[src/rtl/sprite_layer.sv]
// sprite_layer: composites NUM_SPRITES ROM-backed sprites over a vga_bus stream.
// Sprite state is latched at vblank so frames never tear; sprite overlaps are reported per frame.
`ifndef VGA_BUS_SIZE
`define VGA_BUS_SIZE 40
`endif

module sprite_layer #(
  parameter int unsigned NUM_SPRITES = 2,
  parameter int unsigned SPR_W       = 64,
  parameter int unsigned SPR_H       = 64,
  parameter int unsigned ADDR_W      = 12,
  parameter int unsigned ROM_LAT     = 1,
  parameter logic [11:0] KEY_COLOR   = 12'h000
) (
  input  logic                          pclk,
  input  logic                          rst,
  input  logic [`VGA_BUS_SIZE-1:0]      vga_in,
  output logic [`VGA_BUS_SIZE-1:0]      vga_out,
  input  logic [12*NUM_SPRITES-1:0]     xpos,
  input  logic [12*NUM_SPRITES-1:0]     ypos,
  input  logic [NUM_SPRITES-1:0]        enable,
  input  logic [NUM_SPRITES-1:0]        mirror,
  output logic [ADDR_W*NUM_SPRITES-1:0] rom_addr,
  input  logic [12*NUM_SPRITES-1:0]     rom_pixel,
  output logic [NUM_SPRITES-1:0]        coll,
  output logic                          coll_valid
);

  // Bus layout: {hcount[11:0], vcount[11:0], hsync, vsync, hblnk, vblnk, rgb[11:0]}.
  localparam int unsigned BusW      = `VGA_BUS_SIZE;
  localparam int unsigned HcountLsb = 28;
  localparam int unsigned VcountLsb = 16;
  localparam int unsigned HblnkBit  = 13;
  localparam int unsigned VblnkBit  = 12;
  localparam int unsigned LogW      = $clog2(SPR_W);
  localparam logic [12:0] SprW13    = 13'(SPR_W);
  localparam logic [12:0] SprH13    = 13'(SPR_H);

  if (NUM_SPRITES < 1 || NUM_SPRITES > 8 || ROM_LAT < 1 || ROM_LAT > 3 ||
      (1 << LogW) != SPR_W || (2 ** ADDR_W) < SPR_W * SPR_H) begin : g_bad_params
    $error("sprite_layer: illegal parameter combination");
  end

  // Shadow copies of the sprite controls, refreshed only at the start of vblank.
  logic [12*NUM_SPRITES-1:0] x_sh_q, y_sh_q;
  logic [NUM_SPRITES-1:0]    en_sh_q, mir_sh_q;
  logic                      vblnk_in_q;
  logic                      vblnk_rise_in;

  assign vblnk_rise_in = vga_in[VblnkBit] & ~vblnk_in_q;

  always_ff @(posedge pclk or negedge rst) begin
    if (!rst) begin
      vblnk_in_q <= 1'b0;
      x_sh_q     <= '0;
      y_sh_q     <= '0;
      en_sh_q    <= '0;
      mir_sh_q   <= '0;
    end else begin
      vblnk_in_q <= vga_in[VblnkBit];
      if (vblnk_rise_in) begin
        x_sh_q   <= xpos;
        y_sh_q   <= ypos;
        en_sh_q  <= enable;
        mir_sh_q <= mirror;
      end
    end
  end

  // Stage 1 hit test and address generation, 13 bits wide so x+SPR_W never wraps.
  logic [11:0]                   h_in, v_in;
  logic [NUM_SPRITES-1:0]        hit_d;
  logic [ADDR_W*NUM_SPRITES-1:0] addr_d;

  assign h_in = vga_in[HcountLsb +: 12];
  assign v_in = vga_in[VcountLsb +: 12];

  for (genvar i = 0; i < NUM_SPRITES; i++) begin : g_spr
    logic [12:0]       x13, y13, h13, v13, rel_x, rel_y, col;
    logic [ADDR_W-1:0] lin;
    logic              in_x, in_y;

    assign x13   = {1'b0, x_sh_q[12*i +: 12]};
    assign y13   = {1'b0, y_sh_q[12*i +: 12]};
    assign h13   = {1'b0, h_in};
    assign v13   = {1'b0, v_in};
    assign in_x  = (h13 >= x13) && (h13 < x13 + SprW13);
    assign in_y  = (v13 >= y13) && (v13 < y13 + SprH13);
    assign rel_x = h13 - x13;
    assign rel_y = v13 - y13;
    assign col   = mir_sh_q[i] ? (SprW13 - 13'd1 - rel_x) : rel_x;
    assign lin   = ADDR_W'({13'd0, rel_y} << LogW) + ADDR_W'(col);

    assign hit_d[i] = en_sh_q[i] & ~vga_in[HblnkBit] & ~vga_in[VblnkBit] & in_x & in_y;
    assign addr_d[ADDR_W*i +: ADDR_W] = hit_d[i] ? lin : '0;
  end

  // Delay line: index 0 is stage 1, index ROM_LAT lines up with rom_pixel.
  logic [BusW-1:0]        bus_q [ROM_LAT+1];
  logic [NUM_SPRITES-1:0] hit_q [ROM_LAT+1];

  always_ff @(posedge pclk or negedge rst) begin
    if (!rst) begin
      rom_addr <= '0;
      for (int k = 0; k <= int'(ROM_LAT); k++) begin
        bus_q[k] <= '0;
        hit_q[k] <= '0;
      end
    end else begin
      rom_addr <= addr_d;
      bus_q[0] <= vga_in;
      hit_q[0] <= hit_d;
      for (int k = 1; k <= int'(ROM_LAT); k++) begin
        bus_q[k] <= bus_q[k-1];
        hit_q[k] <= hit_q[k-1];
      end
    end
  end

  // Output stage: priority composite and collision accumulation.
  logic [BusW-1:0]        bus_al;
  logic [NUM_SPRITES-1:0] hit_al, opaque, multi_hits;
  logic [NUM_SPRITES-1:0] acc_q, acc_d, coll_d;
  logic [11:0]            rgb_d;
  logic                   multi, vblnk_rise_out, cv_d;

  assign bus_al = bus_q[ROM_LAT];
  assign hit_al = hit_q[ROM_LAT];

  always_comb begin
    opaque = '0;
    for (int i = 0; i < int'(NUM_SPRITES); i++) begin
      opaque[i] = hit_al[i] & (rom_pixel[12*i +: 12] != KEY_COLOR);
    end
  end

  // Walk from lowest priority up so sprite 0 wins.
  always_comb begin
    rgb_d = bus_al[11:0];
    for (int i = int'(NUM_SPRITES) - 1; i >= 0; i--) begin
      if (opaque[i]) rgb_d = rom_pixel[12*i +: 12];
    end
  end

  assign multi          = |(opaque & (opaque - NUM_SPRITES'(1)));
  assign multi_hits     = multi ? opaque : '0;
  assign vblnk_rise_out = bus_al[VblnkBit] & ~vga_out[VblnkBit];

  always_comb begin
    acc_d  = acc_q | multi_hits;
    coll_d = coll;
    cv_d   = 1'b0;
    if (vblnk_rise_out) begin
      coll_d = acc_d;
      acc_d  = '0;
      cv_d   = 1'b1;
    end
  end

  always_ff @(posedge pclk or negedge rst) begin
    if (!rst) begin
      vga_out    <= '0;
      acc_q      <= '0;
      coll       <= '0;
      coll_valid <= 1'b0;
    end else begin
      vga_out    <= {bus_al[BusW-1:12], rgb_d};
      acc_q      <= acc_d;
      coll       <= coll_d;
      coll_valid <= cv_d;
    end
  end

endmodule

[config.mk]
export PLATFORM = sky130hd
export DESIGN_NAME = sprite_layer
export DESIGN_NICKNAME = d
export VERILOG_FILES = /design/src/rtl/sprite_layer.sv
export SDC_FILE = /design/constraint.sdc
export NUM_CORES = 1
export LEC_CHECK = 0
export BUFFER_PORTS_ARGS = -buffer_cell sky130_fd_sc_hd__clkbuf_2
export CORE_ASPECT_RATIO = 0.7
export CORE_UTILIZATION = 60
export DETAILED_ROUTE_END_ITERATION = 8
export HOLD_SLACK_MARGIN = 0.1
export PLACE_DENSITY = 0.95
export SLEW_MARGIN = 20
export SYNTH_ARGS = -nofsm -noshare
export SYNTH_HDL_FRONTEND = slang
export SYNTH_SLANG_ARGS = --single-unit
[constraint.sdc]
create_clock -name pclk -period 7.1 [get_ports pclk]
set_clock_uncertainty 0.05 [all_clocks]
set_input_delay 0.355 -clock pclk [delete_from_list [all_inputs] [get_ports pclk]]
set_output_delay 0.355 -clock pclk [all_outputs]
set_load 0.005 [all_outputs]
Yosys cells after proc, flatten, opt, wreduce, memory -nomap -nowiden
Index checks and enable logic that the tools add are counted.
Operators by class
  $add $sub $neg: 13
  multiply operators: 0
  div/mod/pow operators: 0
  order comparisons: 8
  equality and inequality tests: 0
  shifts and indexed selects: 0
  multiplexer cells: 9
  bitwise gates (word level): 18
  reductions and logical operators: 7
Operators with widths (number)
  $mux 12: 6
  $add 12x7->13 const B: 4
  $lt 12x13->1: 4
  $ge 12x12->1: 4
  $add 12x12->12: 2
  $reduce_bool 12->1: 2
  $sub 12x12->12: 2
  $sub 6x12->12 const A: 2
  $and 1x1->1: 12
  $sub 6x6->6: 2
  $logic_and 1x1->1: 4
  $mux 2: 2
  $not 1->1: 4
  $and 2x2->2: 1
  $or 2x2->2: 1
  $reduce_or 2->1: 1
  $sub 2x1->2 const B: 1
  $mux 1: 1
Storage, ports and cells
  register bits: 206
  bits in latches: 0
  bits in writable memories: 0
  ROM bits: 0
  output and inout port bits: 67
  logic and storage cells: 69
  memories kept: 0

Depth between registers and ports, before layout
Gate-level depths: netlist (run 1).
  depth after elaboration: 8
  gate-level depth with buffers: 21
  depth with buffers taken out: 21

Least setup slack after synthesis (run 1)
Ideal clock, no wire load.
  path kind: input to register
  start: input vga_in[28]
  end: register rom_addr[23]
  setup time: 0.070 ns
  arrival: 3.717 ns
  data required time: 6.980 ns
  path slack: 3.263 ns
  stages: 19
  cell sequence: inv_1 -> ha_1 -> inv_1 -> fa_1 -> a21o_1 -> a21o_1 -> and4_4 -> a311oi_2 -> ha_1 -> nand2_1 -> o21ai_0 -> ha_1 -> a21o_1 -> a21oi_1 -> o21bai_1 -> a21oi_1 -> xnor2_1 -> xnor3_1 -> nor2_2
Between the ends
  word-level cells in the longest chain between the ends: 5
  elaborated cells on any way between the ends: 10
RTL lines
  from (decl): line 17  | input logic [`VGA_BUS_SIZE-1:0] vga_in,
  $sub 12x12->12 (tied with other cells): line 89  | assign rel_x = h13 - x13;
  $sub 6x12->12 / $logic_and 1x1->1 (equally long branches): line 91, 87
  $mux 12 / $and 1x1->1 (equally long branches): line 91, 94
  $add 12x12->12 / $and 1x1->1 (equally long branches): line 92, 94
  $mux 12 (*): line 95  | assign addr_d[ADDR_W*i +: ADDR_W] = hit_d[i] ? lin : '0;
  named net addr_d[23]: line 73  | logic [ADDR_W*NUM_SPRITES-1:0] addr_d;
  to (signal assigned): line 110  | rom_addr <= addr_d;
  to (decl): line 23  | output logic [ADDR_W*NUM_SPRITES-1:0] rom_addr,
The timed path passes the listed nets; every way through them passes the cells marked *.
A chain may end at the register's enable or synchronous reset.

Worst setup path after layout (run 1)
  start: input vga_in[29]
  end: register rom_addr[11]
Same word-level chain as after synthesis.

==> reports/qor.txt, run 1 <==
pins over their slew limit -> 0
CP Max Fanout -> 5
register area share after synthesis -> 53.2%
diode count -> 0
DRT Pass-1 Iters -> 7
Port Buffers -> 184
P_leak -> 6.06 nW
dpl cell area -> 10800 um^2
endpoints failing setup -> 0
status -> complete, no violations
Post-synth EDFFs -> 0
Worst-path clk slew -> 70 ps
startpoint types -> input port
compound-cell area share of the yosys netlist -> 11.9%
die area -> 16600 um^2
Worst EP arrival -> 4830 ps
wire length per cell -> 19.5 um
Hold Crit Class -> input port to flip-flop
Tmin final -> 4470 ps
critical path type -> input port to flip-flop
vias in the first global route -> 7997
Power Total -> 3.38 mW
Longest Clk Path Bufs -> 3
post-synthesis adder-cell area fraction -> 12.7%
layout cells sized above 1 -> 20.1%
drt via density -> 5.72
initial antenna violation count -> 0
post-layout util -> 80.2%
Cell Area, Synth -> 9640 um^2
H-tree levels -> 1
largest net degree at the start of global routing -> 133
Worst slew margin -> 36.0%
Area Growth Syn to Fin -> 29.8%
global route overflow -> 0
FILL cells -> 902
Max Clock Freq -> 0.224 GHz
antenna-violating nets left -> 0
drt drc -> 0
Hold Buf Count CTS -> 104
Syn Inst Count -> 867
post-CTS sizing -> 0
detailed placement HPWL -> 16500 um
total CTS buffers -> 20
worst hold slack -> 158 ps
Sink Count -> 205
Req. time, crit path -> 7460 ps
via count -> 7854
design area -> 12500 um^2
Mapped Avg Cell Area -> 11.1 um^2
largest family of logic cells by synthesized area -> adder cells
final hold viol count -> 0
Distinct cells, synth -> 58
io pins -> 185
YS warnings -> 0
clk_lat worst skew -> 510 ps
CP Capture Type -> flip-flop
die width -> 154 um
multi-input logic area -> 4180 um^2
nets -> 1371
WL final -> 26700 um
xor/xnor share of the synthesized area -> 6.27%
RSZ-0062 raised after global routing -> no
MaxCap Viol Count -> 0
starting density of the core -> 61.8%
chip height -> 108 um
register area -> 5130 um^2
simple-gate share of the synthesized area -> 10.3%
pin slew with the least headroom to its limit -> 959 ps
CTS tree -> built
synthesized flop and latch total -> 205
first-pass GRT wire length -> 41300 um
Rows -> 38
Clock Tree Root -> clkbuf_16
GRT Overall Usage -> 32.6%
syn nets -> 1079
setup TNS -> 0 ps
core area -> 15600 um^2
Final Wtd Congestion -> 0.854
number of setup buffers added after CTS -> 0
slack of the worst reg-to-reg path -> 2810 ps
Peak supply drop -> 0.176 mV
post-synthesis mux area share -> 2.06%
Pwr Density -> 270 nW/um^2
final period utilization -> 62.9%
ys async rst share -> 100%
DRT iter0 DRCs -> 722
Synth Flop Type -> dfrtp_1
-- worst max-delay path: stages --
cell and delay (ps):
dlygate4sd3_1 530, clkbuf_2 190, ha_1 360, nor2b_1 180, o2111ai_1 200, nand4b_1 210
o31ai_1 280, xor2_1 300, ha_1 290, nand2_1 60, o21ai_0 150, ha_1 330
a21oi_1 160, o21ai_0 130, o21ai_0 200, nand2b_1 90, xnor2_1 170, xnor2_1 140
xnor3_1 400, nor2_1 90
-- cells in the mapped netlist (2+ instances only) --
cell type    n  area (um^2)
a2111oi_0    3         26.3
a211oi_1     6         45.0
a21o_1      16          120
a21oi_1     31          155
a31oi_1      5         31.3
a41oi_1      2         17.5
and2_1       3         18.8
and3_1       4         25.0
buf_2        2         10.0
clkbuf_1    19         71.3
dfrtp_1    205         5130
fa_1         6          120
ha_1        88         1100
inv_1       71          267
mux2_2       7         78.8
mux2i_1     12          120
nand2_1     78          293
nand2b_1    12         75.1
nand3_1     19         95.1
nand3b_1     4         30.0
nand4_1      4         25.0
nand4b_1     2         17.5
nor2_1      45          169
nor2b_1     11         68.8
nor3_1      12         60.1
nor4_1       7         43.8
o2111ai_1    4         35.0
o211ai_1     5         37.5
o21a_1       6         45.0
o21ai_0     83          415
o21bai_1     2         15.0
o31ai_1      4         30.0
or3_1        3         18.8
xnor2_1     44          385
xnor3_1      2         45.0
xor2_1      18          158
-- power breakdown --
group / leakage, nW / total [mW] / internal [mW] / switching [mW]
sequential: 2.49 / 1.29 / 1.24 / 0.0495
combinational: 3.23 / 0.961 / 0.447 / 0.514
clock: 0.334 / 1.12 / 0.662 / 0.459
total: 6.06 / 3.38 / 2.35 / 1.02
-- stage by stage --
stage	worst slack, ps	instances
after floorplan	3260	867
after global placement	2960	1232
after detailed placement	2760	1232
after CTS	2700	1371
after global routing	2310	1372
final	2630	1372
-- layout by cell type, fill, tap and decap left out, drive strengths merged, types with 16 or more instances in the layout --
| cell type | count |
|---|---|
| clkbuf | 210 |
| dfrtp | 205 |
| dlygate4sd3 | 105 |
| ha | 88 |
| o21ai | 84 |
| nand2 | 78 |
| inv | 71 |
| nor2 | 46 |
| xnor2 | 44 |
| a21oi | 32 |
| nand3 | 20 |
| xor2 | 19 |
| a21o | 16 |
-- cells by family after synthesis --
| family | count (synthesis) |
|---|---|
| muxes | 19 |
| AOI/OAI and AO/OA | 182 |
| DFF | 205 |
| adders and majority gates | 94 |
| xor gates and xnor gates | 65 |
| buffers and inverters | 92 |
| and+or+nand+nor | 210 |
-- registers in the layout, summed over array words and instances (netlist names), 2 cells and up --
name      cells
x_sh_q       24
mir_sh_q      2
acc_q         2
coll          2
y_sh_q       24
en_sh_q       2
rom_addr     24
hit_al        2
bus_al       40
hit_q         2
bus_q        40
vga_out      40
-- path summary, 6_finish.rpt --
path | start | endpoint | depth (start not counted)
worst max-delay path | vga_in[29] | rom_addr[11] | 20
worst min-delay path | rom_pixel[19] | vga_out[7] | 3
worst max register to register | x_sh_q[1] | rom_addr[11] | 19
worst min register to register | bus_q[64] | bus_al[24] | 0
max in group asynchronous | rst | coll[1] | 3
min in group asynchronous | rst | en_sh_q[0] | 2
-- layer usage --
metal | track usage [%] | wire (um) | up-vias | share of wire, %
met5 | 0 | 0 | - | 0
met3 | 5.65 | 2040 | 89 | 7.6
met1 | 41.3 | 10500 | 3812 | 39
met4 | 12.7 | 1090 | 0 | 4.1
li1 | - | - | 3555 | -
met2 | 56.5 | 13100 | 398 | 49
-- final cells by class --
cell class | count | share of cell area [%]
timing repair buffer | 291 | 16.0
clock buffer | 27 | 4.45
tap | 200 | 2.00
multi-input combinational | 570 | 33.4
clock inverter | 8 | 1.03
sequential | 205 | 41.0
inverter | 71 | 2.13
Power figures use the tool's default switching activity.
==> inputs of run 2 (changes only) <==
--- a/config.mk
+++ b/config.mk
@@ -5,12 +5,13 @@
 export SDC_FILE = /design/constraint.sdc
 export NUM_CORES = 1
 export LEC_CHECK = 0
+export ABC_AREA = 1
 export BUFFER_PORTS_ARGS = -buffer_cell sky130_fd_sc_hd__clkbuf_2
 export CORE_ASPECT_RATIO = 0.7
-export CORE_UTILIZATION = 60
+export CORE_UTILIZATION = 56
 export DETAILED_ROUTE_END_ITERATION = 8
 export HOLD_SLACK_MARGIN = 0.1
-export PLACE_DENSITY = 0.95
+export PLACE_DENSITY = 0.89
 export SLEW_MARGIN = 20
 export SYNTH_ARGS = -nofsm -noshare
 export SYNTH_HDL_FRONTEND = slang
==> constraint.sdc (replaced) <==
create_clock -name pclk -period 4.5 [get_ports pclk]
set_clock_uncertainty 0.05 [all_clocks]
set_input_delay 0.225 -clock pclk [delete_from_list [all_inputs] [get_ports pclk]]
set_output_delay 0.225 -clock pclk [all_outputs]
set_load 0.005 [all_outputs]
==> reports/qor.txt, run 2 <==
Area Growth Syn to Fin -> 29.8%
number of setup buffers added after CTS -> 0
Req. time, crit path -> 4850 ps
status -> complete, no violations
DR WL met2 -> 12800 um
Pwr Density -> 400 nW/um^2
endpoints failing setup -> 0
io pins -> 185
commonest cells in the netlist -> dfrtp_1, nand2_1, inv_1, nor2_1, a21oi_1
commonest non-fill, non-tap cells in the layout -> dfrtp_1, clkbuf_2, nand2_1
drt drc -> 0
WL final -> 27500 um
Final Wtd Congestion -> 0.896
commonest non-fill, non-tap cell in the layout -> dfrtp_1
slack of the worst reg-to-reg path -> 950 ps
Worst EP arrival -> 4000 ps
final hold viol count -> 0
Sink Count -> 205
final period utilization -> 81.0%
post-synth top area share -> 50.9%
Synth Flop Type -> dfrtp_1
Synth area leaders -> dfrtp_1, ha_1, nand2_1
Port Buffers -> 184
Post-synth EDFFs -> 0
Longest Clk Path Bufs -> 3
GRT Overall Usage -> 30.6%
Cell Area, Synth -> 10100 um^2
H-tree levels -> 1
Max Clock Freq -> 0.274 GHz
Crit path top cell by count -> nand2_1
Syn Inst Count -> 1083
WL met3 -> 2480 um
Mapped Avg Cell Area -> 9.31 um^2
register area share after synthesis -> 50.9%
total CTS buffers -> 20
fin cells -> 1638
Worst-path clk slew -> 70 ps
CP Capture Type -> flip-flop
Distinct cells, synth -> 35
layout cells sized above 1 -> 18.2%
startpoint types -> input port
Synth area leader -> dfrtp_1
critical path type -> input port to flip-flop
first-pass GRT wire length -> 43800 um
drt via density -> 5.35
hold path endpoint -> vga_out[26]
largest net degree at the start of global routing -> 121
YS warnings -> 0
delay-heaviest family, CP -> adder cells
RSZ-0062 raised after global routing -> no
wire length per cell -> 16.8 um
WL met1 -> 11300 um
slowest CP cell -> dlygate4sd3_1
DRT iter0 DRCs -> 665
Hold Crit Class -> flip-flop to flip-flop
Peak supply drop -> 0.261 mV
die area -> 18600 um^2
starting density of the core -> 58.1%
hold depth -> 0
Worst slew margin -> 36.3%
top routing layer used -> met4
MaxCap Viol Count -> 0
CP Max Fanout -> 4
initial antenna violation count -> 1
core area -> 17400 um^2
DRT Pass-1 Iters -> 5
pin slew with the least headroom to its limit -> 956 ps
detailed placement HPWL -> 18000 um
setup TNS -> 0 ps
placed instance count -> 1485
HP Start -> bus_al[26]
P_leak -> 6.93 nW
worst reg2reg path startpoint -> x_sh_q[18]
Worst path max stage delay -> 550 ps
pins over their slew limit -> 0
Rows -> 40
chip height -> 114 um
global route overflow -> 0
post-layout util -> 75.4%
die width -> 162 um
ys async rst share -> 100%
via count -> 8765
Power Total -> 5.24 mW
synthesized flop and latch total -> 205
clk_lat worst skew -> 510 ps
CTS tree -> built
vias in the first global route -> 8754
R2R cell count -> 25
Tmin final -> 3650 ps
nets -> 1605
Buffers & Inverters on Critical Path -> 6
Worst R2R End -> rom_addr[23]
syn nets -> 1295
Clock Tree Root -> clkbuf_16
antenna-violating nets left -> 0
most common cell in the synthesized netlist -> dfrtp_1
## run 2: cell families after synthesis
logic type | Yosys count | share of synthesized area, %
AOI/OAI and AO/OA | 148 | 7.84
and+or+nand+nor | 414 | 18.1
buffers and inverters | 168 | 6.25
adders and majority gates | 94 | 12.1
xor gates and xnor gates | 48 | 4.17
muxes | 6 | 0.670
DFF | 205 | 50.9
## run 2: worst max-delay path by stage
stage                         endpoint  slack (ps)  cells after the start       start
after global placement    rom_addr[11]        1140                     25  vga_in[28]
after CTS                 rom_addr[23]         940                     26  vga_in[28]
after floorplan           rom_addr[23]        1430                     23  x_sh_q[12]
after detailed placement  rom_addr[23]        1000                     25  vga_in[28]
after global routing      rom_addr[11]         620                     26  vga_in[28]
final                     rom_addr[23]         850                     26  vga_in[28]
## run 2: layer usage
metal | global-route usage (%) | vias to the layer above
met4 | 11.8 | 0
met2 | 50.3 | 423
met3 | 6.85 | 74
li1 | - | 4134
met5 | 0 | -
met1 | 39.6 | 4134
## run 2: metrics by stage
stage               hold slack [ps]  instance area (um^2)  setup slack (ps)
finish                          283                 13100               855
global route                    277                 13100               618
CTS                             274                 13100               939
detailed placement              285                 11300               997
global placement                281                 11300              1140
floorplan                      -121                 10100              1430
## run 2: power breakdown
group	leakage, nW	switching (mW)	internal (mW)	total, mW
sequential	2.43	0.0759	1.97	2.04
combinational	4.19	0.913	0.635	1.55
clock	0.321	0.715	0.931	1.65
total	6.93	1.70	3.53	5.24
## run 2: area by class of cell
class                   count  area (um^2)
flip-flops and latches    205         5130
multi-input cells         710         4330
fillers                  1149         4270
repair buffers            304         2140
inverters                 152          571
clock buffers              26          553
well taps                 231          289
clock inverters             9         85.1
diodes                      1         2.50
## run 2: timing repair
action / in CTS / in global routing
hold buffers: 117 / 0
gates resized for setup: 0 / 0
endpoints found under the hold margin: 223 / 0
